`config.mk`:
```
export PLATFORM = sky130hd
export DESIGN_NAME = dds_phase_acc
export DESIGN_NICKNAME = d
export VERILOG_FILES = /design/src/rtl/dds_phase_acc.sv
export SDC_FILE = /design/constraint.sdc
export NUM_CORES = 1
export LEC_CHECK = 0
export CAP_MARGIN = 20
export CORE_ASPECT_RATIO = 1.75
export CORE_MARGIN = 4
export CORE_UTILIZATION = 35
export DETAILED_ROUTE_END_ITERATION = 8
export PLACE_DENSITY = 0.53
export SLEW_MARGIN = 20
export SYNTH_ARGS = -nofsm -noshare
export SYNTH_HDL_FRONTEND = slang
export SYNTH_SLANG_ARGS = --single-unit
```
`constraint.sdc`:
```
create_clock -name clk -period 3.2 [get_ports clk]
set_input_delay 0.96 -clock clk [delete_from_list [all_inputs] [get_ports clk]]
set_output_delay 0.96 -clock clk [all_outputs]
set_load 0.03 [all_outputs]
```
`src/rtl/dds_phase_acc.sv`:
```
// dds_phase_acc -- DDS phase accumulator with shadowed tuning word.
//
// A frequency tuning word (FTW) arrives from a UART receiver as a one-cycle
// strobe. It is clipped to FTW_MAX (Nyquist) and then either applied at once
// or held in a shadow register until the next phase wrap. Holding it keeps
// frequency changes phase-continuous at a cycle boundary.
//
// Parameters:
//   ACC_W    accumulator / tuning-word width
//   ADDR_W   waveform-LUT address width (top ADDR_W accumulator bits)
//   FTW_MAX  largest tuning word that will be applied
//
// Ports:
//   clk             system clock, rising edge
//   rst_n           synchronous active-low reset
//   ftw_in          incoming tuning word
//   ftw_valid       one-cycle strobe qualifying ftw_in
//   sync_mode       1 = apply new word at next wrap, 0 = apply immediately
//   enable          1 = accumulate, 0 = hold phase
//   phase_clr       synchronous accumulator clear (phase-aligned restart)
//   phase_addr      waveform-LUT address (combinational from acc)
//   phase_wrap      registered one-cycle carry-out strobe
//   ftw_active      tuning word currently being accumulated
//   update_pending  a shadow word is waiting for a wrap
//   ftw_clipped     sticky flag: a captured word exceeded FTW_MAX
//
// Build option:
//   DDS_PHASE_DITHER_EN  adds a 16-bit LFSR whose low byte dithers the
//                        LUT address just below its LSB.

module dds_phase_acc #(
    parameter int               ACC_W   = 32,
    parameter int               ADDR_W  = 12,
    parameter logic [ACC_W-1:0] FTW_MAX = ACC_W'(32'h7FFF_FFFF)
) (
    input  logic              clk,
    input  logic              rst_n,
    input  logic [ACC_W-1:0]  ftw_in,
    input  logic              ftw_valid,
    input  logic              sync_mode,
    input  logic              enable,
    input  logic              phase_clr,
    output logic [ADDR_W-1:0] phase_addr,
    output logic              phase_wrap,
    output logic [ACC_W-1:0]  ftw_active,
    output logic              update_pending,
    output logic              ftw_clipped
);

    typedef enum logic {
        ST_RUN  = 1'b0,
        ST_PEND = 1'b1
    } state_t;

    state_t             state_q, state_d;
    logic [ACC_W-1:0]   acc_q, acc_d;
    logic [ACC_W-1:0]   shadow_q, shadow_d;
    logic [ACC_W-1:0]   ftw_active_q, ftw_active_d;
    logic               phase_wrap_q, phase_wrap_d;
    logic               ftw_clipped_q, ftw_clipped_d;

    logic               over_max;
    logic [ACC_W-1:0]   ftw_clip;
    logic [ACC_W:0]     acc_sum;
    logic               carry;

    // Nyquist clip of the incoming word.
    always_comb begin
        over_max = (ftw_in > FTW_MAX);
        ftw_clip = over_max ? FTW_MAX : ftw_in;
    end

    // Accumulator. The carry only exists on a real add, so a clear or a
    // hold cycle can never produce a wrap.
    always_comb begin
        acc_sum      = {1'b0, acc_q} + {1'b0, ftw_active_q};
        acc_d        = acc_q;
        carry        = 1'b0;
        if (phase_clr) begin
            acc_d = '0;
        end else if (enable) begin
            acc_d = acc_sum[ACC_W-1:0];
            carry = acc_sum[ACC_W];
        end
        phase_wrap_d = carry;
    end

    // Word-update state machine. Any valid word is captured into the shadow.
    // In PEND, a wrap, a clear or a drop to immediate mode applies the
    // pending word; a word arriving on that same cycle wins over the old
    // shadow.
    always_comb begin
        state_d       = state_q;
        shadow_d      = shadow_q;
        ftw_active_d  = ftw_active_q;
        ftw_clipped_d = ftw_clipped_q;

        if (ftw_valid) begin
            shadow_d = ftw_clip;
            if (over_max) begin
                ftw_clipped_d = 1'b1;
            end
        end

        case (state_q)
            ST_RUN: begin
                if (ftw_valid) begin
                    if (phase_clr || !sync_mode) begin
                        ftw_active_d = ftw_clip;
                    end else begin
                        state_d = ST_PEND;
                    end
                end
            end
            ST_PEND: begin
                if (phase_clr || carry || !sync_mode) begin
                    ftw_active_d = ftw_valid ? ftw_clip : shadow_q;
                    state_d      = ST_RUN;
                end
            end
            default: begin
                state_d = ST_RUN;
            end
        endcase
    end

    always_ff @(posedge clk) begin
        if (!rst_n) begin
            state_q       <= ST_RUN;
            acc_q         <= '0;
            shadow_q      <= '0;
            ftw_active_q  <= '0;
            phase_wrap_q  <= 1'b0;
            ftw_clipped_q <= 1'b0;
        end else begin
            state_q       <= state_d;
            acc_q         <= acc_d;
            shadow_q      <= shadow_d;
            ftw_active_q  <= ftw_active_d;
            phase_wrap_q  <= phase_wrap_d;
            ftw_clipped_q <= ftw_clipped_d;
        end
    end

`ifdef DDS_PHASE_DITHER_EN
    localparam int DITH_SHIFT = ACC_W - ADDR_W - 8;

    logic [15:0]      lfsr_q, lfsr_d;
    logic [ACC_W-1:0] dith_sum;

    // Fibonacci LFSR, taps 16,14,13,11, shifting toward bit 0.
    always_comb begin
        lfsr_d = lfsr_q;
        if (enable) begin
            lfsr_d = {lfsr_q[0] ^ lfsr_q[2] ^ lfsr_q[3] ^ lfsr_q[5], lfsr_q[15:1]};
        end
    end

    always_ff @(posedge clk) begin
        if (!rst_n) begin
            lfsr_q <= 16'hACE1;
        end else begin
            lfsr_q <= lfsr_d;
        end
    end

    // The LFSR byte sits just under the address LSB, so it only nudges
    // the address by at most one step.
    always_comb begin
        dith_sum   = acc_q + (ACC_W'(lfsr_q[7:0]) << DITH_SHIFT);
        phase_addr = dith_sum[ACC_W-1 -: ADDR_W];
    end
`else
    assign phase_addr = acc_q[ACC_W-1 -: ADDR_W];
`endif

    assign phase_wrap     = phase_wrap_q;
    assign ftw_active     = ftw_active_q;
    assign update_pending = (state_q == ST_PEND);
    assign ftw_clipped    = ftw_clipped_q;

endmodule

```
==> results of run 1 <==
state kept, by name, indices dropped and copies added (netlist names):
register / cells
acc_q: 32
ftw_clipped: 1
phase_wrap: 1
update_pending: 1
ftw_active: 32
shadow_q: 32
critical path: stages (launching register included):
cell,delay [ps]
dfxtp_1,330
ha_1,250
fa_1,420
a21o_1,200
and4_4,200
o311ai_2,370
buf_4,190
a21o_1,120
a21oi_1,80
o31ai_1,400
mux2i_1,250
nand2_1,60
metrics by stage:
| stage | instances | power (uW) | setup TNS (ps) | cell area [um^2] | hold slack, ps |
|---|---|---|---|---|---|
| CTS | 1030 | 3094 | 0 | 7123 | 445.9 |
| detailed placement | 1015 | 1991 | 0 | 6833 | 435.0 |
| global placement | 1014 | 1975 | -3330 | 6805 | 432.2 |
| finish | 1033 | 3061 | 0 | 7147 | 444.7 |
| floorplan | 747 | 1761 | 0 | 5831 | 419.6 |
| global route | 1033 | 3207 | 0 | 7147 | 473.6 |
cells in the final DEF, fill, tap and decap left out, types with 3 or more instances in the layout:
cell and count:
nor2b_1 8, clkdlybuf4s50_1 82, a21o_1 18, and2_1 3
ha_1 32, nand4_1 5, o21ai_0 82, a21oi_1 44
nor2_1 68, or3_1 4, nand2b_1 3, dfxtp_1 99
a31oi_1 4, o21ai_2 3, o211a_1 31, o21bai_1 7
nor3_1 7, inv_1 5, xor2_1 11, mux2i_1 19
nand2_1 124, buf_4 22, a211oi_1 8, xnor2_1 12
and3_1 5, nand3_1 47, clkbuf_16 9
routing by layer:
layer	routed length [um]	vias up	global-route usage (%)	share of wire (%)
met1	7215	2472	21.60	44
met4	465	0	7.455	2.8
li1	-	2760	-	-
met2	8122	153	29.39	49
met3	688	31	2.378	4.2
met5	0	-	0	0
cells by family (layout without fill, tap and decap cells):
group,count (synthesis),after routing,share of synthesized area (%)
compound gates,225,226,25.67
xor+xnor,23,23,3.455
fa+ha+maj,33,33,7.210
buf+inv,66,127,5.365
flops,99,99,33.99
mux,19,19,3.262
simple gates,282,282,21.05
timing repair:
| action | in CTS | in global routing |
|---|---|---|
| hold buffers | 0 | 0 |
| gates resized for setup | 0 | 0 |
| setup endpoints to repair | 0 | 24 |
| setup buffers | 0 | 2 |
worst paths after layout:
check | end
worst max-delay path | acc_q[24]$_SDFFE_PP0P_
worst min-delay path | shadow_q[31]$_SDFF_PN0_
worst max register to register | acc_q[24]$_SDFFE_PP0P_
worst min register to register | shadow_q[31]$_SDFF_PN0_
where the power goes:
| part | total, uW | leakage [uW] | internal [uW] | switching, uW |
|---|---|---|---|---|
| registers | 1370 | 0.000814 | 1310 | 59.9 |
| logic | 598 | 0.00213 | 256 | 342 |
| clock network | 1100 | 0.000142 | 605 | 490 |
cell type report:
class,instances,area [um^2],area share [%]
tap,224,280.3,3.922
clock inverter,6,65.06,0.9104
clock buffer,9,225.2,3.151
inverter,5,18.77,0.2626
timing repair buffer,107,1023,14.32
sequential,99,1982,27.73
multi-input combinational,583,3552,49.70
==> metrics, run 1 <==
routed vias=5,416; initial antenna violation count=0; Clock Latency Late Sink=350 ps; Netlist Area Pre-Place=5831 um^2; total wire length=16.49 mm; Worst VDD drop=0.3236 mV; largest area contributor in the netlist=dfxtp_1; Post-synth ARST share=0%; Core ar.=16,370 um^2; setup violators final=0; Tcrit/Tclk final=92.71%; Syn Area/Cell=7.805 um^2; largest net degree at the start of global routing=91; top-count cell post-synth=nand2_1; # nets final=876; DRC Markers=0; H-tree depth=3; Tot GR Track Use=17.20%; Slew HR=41.51%; num rows=62; Fillers=1,643; CTS Buf Count=9; max-cap viol count=0; Clock Pin Slew Worst Setup and Hold Paths=80 ps; Hold Path Depth=2; Seq/Total Area, Yosys=33.99%; gpl congestion=0.8692; leakage=0.003082 uW; Util after Layout=43.66%; port bufs=84; Vias per Instance=5.243; Pins Over Slew Limit=0; full die area=18,870 um^2; share of cells above drive strength 1=6.551%; Area contributors post-synth=dfxtp_1 (34%), nand2_1 (8.0%), o21ai_0 (7.0%); register bit total from synthesis=99; deepest clock path buffer count=2; WS Path Type=reg2reg; Die Span Y=178.7 um; antenna-violating nets left=0; area delta synth->final=22.58%; Die Wd=105.6 um; initial core utilization=35.62%; status=finished clean; PwrDens=428.4 nW/um^2; RSZ-0062 raised after global routing=false; GRT Residual Overflow=0; TritonCTS Sinks=99; vias in the first global route=5,233; first-pass GRT wire length=26.15 mm; Mapped Nets=818; library cells used by synthesis=57; clock skew=11.03 ps; EDFF count, synth=0; R2R cell count=11; Final Hold Viols=0; IO Count=85; CP Launch Type=flip-flop; post-layout min period=2967 ps; Crit Path Max Fanout=3; Synth warnings=0; data required time of the critical path=3440 ps; Peak Freq=337.1 MHz; Post-Synthesis Cells=747; wire length per cell=15.96 um; Worst setup startpoint=ftw_active[0]$_SDFFE_PN0P_; HP Class=reg2reg; register-to-register setup slack=230 ps; CP endpoint kind=flip-flop; hold_sp=shadow_q[31]$_SDFF_PN0_; crit path DAT=3210 ps; Primary FF master, synth=dfxtp_1; estimated wirelength of the detail-placed design=12.20 mm; pre-CTS WS=77.94 ps; most frequent cells after synthesis=nand2_1 (124), dfxtp_1 (99), o21ai_0 (82); TritonCTS clock tree=yes; reg2reg start=ftw_active[0]$_SDFFE_PN0P_; ANT cells=0; worst setup margin=233.3 ps; pin slew with the least headroom to its limit=877.3 ps; top cell type's share of synthesized area=33.99%; DRT Pass-1 Iters=4; clock root buffer=clkbuf_16; Initial DRC Count=232
Power figures use the tool's default switching activity.
==> run 2, diff against run 1 <==
SLEW_MARGIN = not set   (was 20)
==> results of run 2 <==
The final DEF is identical to that of run 1; final timing and power are the same.
==> run 3, diff against run 2 <==
--- a/config.mk
+++ b/config.mk
@@ -11,5 +11,4 @@
 export CORE_UTILIZATION = 35
 export DETAILED_ROUTE_END_ITERATION = 8
-export PLACE_DENSITY = 0.53
 export SYNTH_ARGS = -nofsm -noshare
 export SYNTH_HDL_FRONTEND = slang
==> constraint.sdc (replaced) <==
create_clock -name clk -period 3.2 [get_ports clk]
set_input_delay 0.32 -clock clk [delete_from_list [all_inputs] [get_ports clk]]
set_output_delay 0.32 -clock clk [all_outputs]
set_load 0.03 [all_outputs]
==> metrics, run 3 (synthesized netlist as in run 1, its figures left out) <==
Slew HR=40.36%; Clock Pin Slew Worst Setup and Hold Paths=80 ps; Peak Freq=354.1 MHz; IO Count=85; area delta synth->final=20.54%; Die Wd=105.6 um; leakage=0.003005 uW; Clock Latency Late Sink=360 ps; Seq pwr share=45.5%; Core ar.=16,370 um^2; DRT Pass-1 Iters=4; H-tree depth=3; full die area=18,870 um^2; gpl congestion=0.8774; total wire length=15.51 mm; RSZ-0062 raised after global routing=false; port bufs=84; CTS Buf Count=9; CP Launch Type=flip-flop; setup violators final=0; clock root buffer=clkbuf_16; GRT Residual Overflow=0; Final Hold Viols=0; deepest clock path buffer count=2; final hold slack=443.3 ps; ANT cells=0; Die Span Y=178.7 um; Tcrit/Tclk final=88.25%; most frequent cells in the layout=nand2_1 (124), dfxtp_1 (99), o21ai_0 (82), clkdlybuf4s50_1 (82), nor2_1 (68); max-cap viol count=0; crit path DAT=3080 ps; TritonCTS Sinks=99; Logic pwr share=18.8%; Area after DPL=6743 um^2; Sw Share=30.73%; Crit Path Max Fanout=3; WS Path Type=reg2reg; post-layout min period=2824 ps; wire length per cell=15.20 um; R2R cell count=10; initial antenna violation count=0; pin slew with the least headroom to its limit=894.6 ps; num rows=62; Initial DRC Count=216; PwrDens=428.9 nW/um^2; Util after Layout=42.94%; post_cts resized=0; commonest non-fill, non-tap cell in the layout=nand2_1; Vias per Instance=5.162; TritonCTS clock tree=yes; # hold bufs at CTS=0; post-CTS setup buffer count=0; estimated wirelength of the detail-placed design=11.80 mm; clock skew=13.78 ps; NetSw=926.4 uW; internal power=2088 uW; vias in the first global route=4,957; first-pass GRT wire length=25.13 mm; CP endpoint kind=flip-flop; HP Class=reg2reg; DRC Markers=0; antenna-violating nets left=0; Tot GR Track Use=16.64%; Hold Path Depth=2; Fillers=1,679; status=finished clean; routed vias=5,265; # nets final=862; setup TNS=0 ps; Worst VDD drop=0.2263 mV; data required time of the critical path=3460 ps; initial core utilization=35.62%; Clk network pwr share=35.7%; share of cells above drive strength 1=5.025%; Pins Over Slew Limit=0; largest net degree at the start of global routing=99; Final Cell Area=7028 um^2
run 3: critical path: stages, from the launching register on:
cell and delay [ps]:
dfxtp_1 340, ha_1 240, fa_1 410, a21o_1 180
and4_4 200, o311ai_2 370, a21o_1 180, a21oi_1 80
o31ai_1 420, mux2i_1 240, nand2_1 60
run 3: worst paths after layout:
path	start	end	slack, ps
max	ftw_active[0]$_SDFFE_PN0P_	acc_q[24]$_SDFFE_PP0P_	380
min	shadow_q[31]$_SDFF_PN0_	shadow_q[31]$_SDFF_PN0_	440
max reg2reg	ftw_active[0]$_SDFFE_PN0P_	acc_q[24]$_SDFFE_PP0P_	380
min reg2reg	shadow_q[31]$_SDFF_PN0_	shadow_q[31]$_SDFF_PN0_	440
run 3: layout make-up:
class	instances	area [um^2]	area share, %
sequential	99	1982	28.20
inverter	5	18.77	0.2670
timing repair buffer	94	918.4	13.07
clock buffer	9	225.2	3.205
tap	224	280.3	3.988
clock inverter	7	60.06	0.8545
multi-input combinational	582	3543	50.42
run 3: metrics by stage:
| stage | power [uW] | setup WS [ps] | std cells |
|---|---|---|---|
| final | 3014 | 375.9 | 1020 |
| after global routing | 3153 | 229.8 | 1020 |
| after detailed placement | 1971 | 412.5 | 1004 |
| after global placement | 1965 | 438.6 | 1004 |
| after floorplan | 1761 | 502.7 | 747 |
| after CTS | 3043 | 385.4 | 1020 |
run 3: routing by layer:
| layer | vias to the layer above | GRT usage [%] | wire [um] |
|---|---|---|---|
| li1 | 2733 | - | - |
| met1 | 2367 | 20.47 | 6661 |
| met2 | 133 | 28.83 | 7699 |
| met3 | 32 | 2.378 | 672 |
| met4 | 0 | 7.239 | 474 |
| met5 | - | 0 | 0 |
run 3: power by group through the flow:
stage | logic [uW] | clock network, uW | registers [uW]
floorplan | 316 | 0 | 1440
global placement | 566 | 0 | 1400
detailed placement | 570 | 0 | 1400
CTS | 570 | 1100 | 1370
global route | 623 | 1150 | 1380
finish | 566 | 1080 | 1370
